==> src/rtl/fetch_unit.sv <==
// Instruction fetch stage: owns the PC, issues one imem request at a time and holds
// each word for decode. Optional perf counters are enabled by defining FETCH_PERF_CNT_EN.
module fetch_unit #(
  parameter int                    ADDR_WIDTH = 32,
  parameter int                    DATA_WIDTH = 32,
  parameter logic [ADDR_WIDTH-1:0] RESET_PC   = '0,
  parameter logic [DATA_WIDTH-1:0] NOP_INSTR  = DATA_WIDTH'(32'h0000_0013)
) (
  input  logic                  clk,
  input  logic                  rst,
  output logic                  imem_req,
  output logic [ADDR_WIDTH-1:0] imem_addr,
  input  logic [DATA_WIDTH-1:0] imem_rdata,
  input  logic                  imem_rvalid,
  output logic [DATA_WIDTH-1:0] instr,
  output logic [ADDR_WIDTH-1:0] instr_pc,
  output logic                  instr_valid,
  input  logic                  instr_ready,
  input  logic                  PCsrc,
  input  logic [ADDR_WIDTH-1:0] ImmOp,
  output logic                  misalign
`ifdef FETCH_PERF_CNT_EN
  ,
  output logic [31:0]           fetch_count,
  output logic [31:0]           branch_count
`endif
);

  typedef enum logic [2:0] {
    IDLE = 3'd0,
    REQ  = 3'd1,
    WAIT = 3'd2,
    HOLD = 3'd3,
    ERR  = 3'd4
  } state_e;

  state_e                  state_q, state_d;
  logic [ADDR_WIDTH-1:0]   pc_q, pc_d;
  logic [DATA_WIDTH-1:0]   instr_q, instr_d;
  logic [ADDR_WIDTH-1:0]   instr_pc_q, instr_pc_d;
  logic                    misalign_q, misalign_d;
  logic [ADDR_WIDTH-1:0]   next_pc;
  logic                    handshake;

  assign handshake = (state_q == HOLD) && instr_ready;
  // Wrap-around of the PC is intentionally silent.
  assign next_pc   = instr_pc_q + (PCsrc ? ImmOp : ADDR_WIDTH'(4));

  always_ff @(posedge clk) begin
    if (rst) begin
      state_q    <= IDLE;
      pc_q       <= RESET_PC;
      instr_q    <= NOP_INSTR;
      instr_pc_q <= RESET_PC;
      misalign_q <= 1'b0;
    end else begin
      state_q    <= state_d;
      pc_q       <= pc_d;
      instr_q    <= instr_d;
      instr_pc_q <= instr_pc_d;
      misalign_q <= misalign_d;
    end
  end

  always_comb begin
    state_d    = state_q;
    pc_d       = pc_q;
    instr_d    = instr_q;
    instr_pc_d = instr_pc_q;
    misalign_d = misalign_q;
    unique case (state_q)
      IDLE: state_d = REQ;
      REQ:  state_d = WAIT;
      WAIT: begin
        if (imem_rvalid) begin
          instr_d    = imem_rdata;
          instr_pc_d = pc_q;
          state_d    = HOLD;
        end
      end
      HOLD: begin
        if (instr_ready) begin
          if (next_pc[1:0] != 2'b00) begin
            state_d    = ERR;
            misalign_d = 1'b1;
          end else begin
            pc_d    = next_pc;
            state_d = REQ;
          end
        end
      end
      ERR:     state_d = ERR;
      default: state_d = IDLE;
    endcase
  end

  assign imem_req    = (state_q == REQ);
  assign imem_addr   = pc_q;
  assign instr_valid = (state_q == HOLD);
  // The captured word stays visible in WAIT; decode ignores it there since instr_valid=0.
  assign instr       = ((state_q == WAIT) || (state_q == HOLD)) ? instr_q : NOP_INSTR;
  assign instr_pc    = instr_pc_q;
  assign misalign    = misalign_q;

`ifdef FETCH_PERF_CNT_EN
  logic [31:0] fetch_cnt_q, fetch_cnt_d;
  logic [31:0] branch_cnt_q, branch_cnt_d;

  always_comb begin
    fetch_cnt_d  = fetch_cnt_q;
    branch_cnt_d = branch_cnt_q;
    if (handshake) begin
      fetch_cnt_d = fetch_cnt_q + 32'd1;
      if (PCsrc) begin
        branch_cnt_d = branch_cnt_q + 32'd1;
      end
    end
  end

  always_ff @(posedge clk) begin
    if (rst) begin
      fetch_cnt_q  <= '0;
      branch_cnt_q <= '0;
    end else begin
      fetch_cnt_q  <= fetch_cnt_d;
      branch_cnt_q <= branch_cnt_d;
    end
  end

  assign fetch_count  = fetch_cnt_q;
  assign branch_count = branch_cnt_q;
`else
  logic unused_handshake;
  assign unused_handshake = handshake;
`endif

endmodule

==> config.mk <==
export PLATFORM = sky130hd
export DESIGN_NAME = fetch_unit
export DESIGN_NICKNAME = d
export VERILOG_FILES = /design/src/rtl/fetch_unit.sv
export SDC_FILE = /design/constraint.sdc
export NUM_CORES = 1
export LEC_CHECK = 0
export CAP_MARGIN = 20
export CORE_MARGIN = 4
export CORE_UTILIZATION = 51
export DETAILED_ROUTE_END_ITERATION = 10
export PLACE_DENSITY = 0.91
export SKIP_CTS_REPAIR_TIMING = 1
export SLEW_MARGIN = 10
export SYNTH_ARGS = -nofsm -noshare
export SYNTH_HDL_FRONTEND = slang
export SYNTH_SLANG_ARGS = --single-unit
==> constraint.sdc <==
create_clock -name clk -period 7.8 [get_ports clk]
set_input_delay 1.17 -clock clk [delete_from_list [all_inputs] [get_ports clk]]
set_output_delay 1.17 -clock clk [all_outputs]
set_load 0.01 [all_outputs]
==> qor.csv <==
metric,value,unit
Synth Cell Area,5550,um^2
CP arrival,4.93,ns
placed cells,1006,
WP data required,8.03,ns
HP Class,reg2reg,
synth warn,0,
Crit Path Max Fanout,32,
Post-synth EDFFs,0,
Sequential Area,2000,um^2
Period minus WS final,4.70,ns
share of cells above drive strength 1,3.72,%
Synth top area share,36.1,%
Mean Syn Cell Area,7.51,um^2
# port buffers,167,
Die ar.,12600,um^2
Tot Pwr,1.00,mW
reg2reg setup slack,4.90,ns
FILL cells,850,
Critical Path Source Type,input port,
"most common cell after layout, fill and taps aside",nand2_1,
DR iter-0 viols,515,
Final Cycle Share,60.2,%
CTS sink cnt,100,
"Distinct cells, synth",50,
Syn Nets,840,
Max VDD drop,0.102,mV
P&R area growth vs syn,34.7,%
die height,112,um
via/cell ratio,5.47,
status,completed,
Post-DP HPWL,11300,um
Worst Setup End Kind,register,
Starting Density,53.1,%
final WL,15700,um
max-cap viol count,0,
Slew HR,33.9,%
via count,5590,
Fmax achieved,0.213,GHz
number of hold violations in the final report,0,
cell taking the most area after synthesis,dfxtp_1,
Hold Slack,0.449,ns
final-report max-slew violation count,0,
pin count of the biggest net entering global routing,68,
routability cong.,0.930,
Slew @ Worst Pin,0.988,ns
IO Pins,168,
pwr/cell area,134,nW/um^2
H-Tree Depth,3,
first-pass GRT wire length,25600,um
Max clock buf depth,2,
Synth Instances,739,
drt drc,0,
setup_tns,0,ns
Routed wire per std cell,15.3,um
initial antenna violation count,0,
Crit Path Class,in2reg,
DRT Pass-1 Iters,6,
"flops & latches, synth",100,
n_diodes,0,
area of the multi-input gates,3370,um^2
Clock Latency Late Sink,0.38,ns
CTS Buf Count,9,
most frequent cells in the layout,"nand2_1 (181), clkdlybuf4s50_1 (166), a21oi_1 (112), dfxtp_1 (100), and2_1 (61)",
via count of the first global-routing pass,5291,
fraction of registers with async set/reset,0,%
skew final,0.0163,ns
clock root buffer,clkbuf_8,
grt total ovfl,0,
"Cell Count, Final, Fillers Out",1022,
Post-DRT Antenna Nets,0,
Pleak,2.94,nW
Main synth FF type,dfxtp_1,
Core Box Area,10500,um^2
# nets final,982,
Die Wd,112,um
final setup vio count,0,
CTS tree,built,
clk slew on worst S/H paths,0.09,ns
GRT Total Usage,24.1,%
RSZ-0062 raised after global routing,false,
Synth area leaders,"dfxtp_1 (36%), nand2_1 (12%), a21oi_1 (10%), ha_1 (7.0%), and2_1 (6.9%)",
final core utilization,71.5,%
sequential area share after synthesis,36.1,%
site row count,37,
## cells in the mapped netlist (2+ instances only)
cell,count
a211oi_1,4
a21o_1,22
a21oi_1,112
a31o_2,2
a31oi_1,6
and2_1,61
and3_1,8
buf_1,5
buf_2,4
clkbuf_1,33
dfxtp_1,100
ha_1,31
inv_1,6
mux2i_1,5
nand2_1,181
nand2b_1,5
nand3_1,24
nand3b_1,2
nand4_1,7
nor2_1,30
nor3_1,9
nor3_2,2
nor3b_1,6
o21a_1,2
o21ai_0,16
o21ai_1,3
or2_2,2
or3_1,4
or4_1,6
xnor2_1,11
xor2_1,11
## state kept, by name, indices dropped and copies added, names as in the netlist
register and cells:
misalign 1, state_q 3, instr_q 32, imem_addr 32
instr_pc 32
## final cells by class
cell class / count / share of cell area (%)
multi-input cells: 590 / 45.0
flip-flops and latches: 100 / 26.8
repair buffers: 173 / 22.9
well taps: 136 / 2.28
clock buffers: 10 / 1.71
clock inverters: 6 / 0.971
inverters: 7 / 0.351
## worst paths after layout
path | startpoint | end | cells after the start
setup / recovery | PCsrc | imem_addr[30]$_SDFFE_PP0P_ | 12
hold / removal | misalign$_SDFFE_PP0P_ | misalign$_SDFFE_PP0P_ | 2
setup reg to reg | state_q[1]$_SDFFE_PP0P_ | instr_pc[18]$_SDFFE_PP0P_ | 5
hold reg to reg | misalign$_SDFFE_PP0P_ | misalign$_SDFFE_PP0P_ | 2
## worst max-delay path, cell delays in order
cell and delay [ns]:
clkdlybuf4s50_1 0.94, and2_1 0.43, ha_1 0.21, fa_1 0.41
a21o_1 0.23, a311oi_2 0.33, nor3_1 0.12, or3_1 0.39
a31o_1 0.26, o21ai_2 0.15, mux2i_1 0.19, a21oi_1 0.08
## cells by family after synthesis
logic type	share of synthesized area (%)
simple gates	30.0
fa+ha+maj	7.35
compound gates	18.9
flops	36.1
mux	0.901
xor+xnor	3.47
buf+inv	3.40
## layer usage
metal	track usage, %	share of wire, %
met5	0	0
met3	4.47	7.4
met4	7.69	1.5
met2	39.1	46
met1	32.6	45
## report_power, final
| part | internal (mW) | switching, mW |
|---|---|---|
| logic | 0.0642 | 0.0709 |
| registers | 0.520 | 0.00607 |
| clock network | 0.151 | 0.187 |
## stage by stage
stage	area, um^2	worst slack [ns]
global placement	7280	2.82
finish	7480	3.10
CTS	7480	3.09
global route	7480	2.84
detailed placement	7280	2.70
floorplan	5550	4.00
No activity file was read; power rests on OpenSTA's default activity.
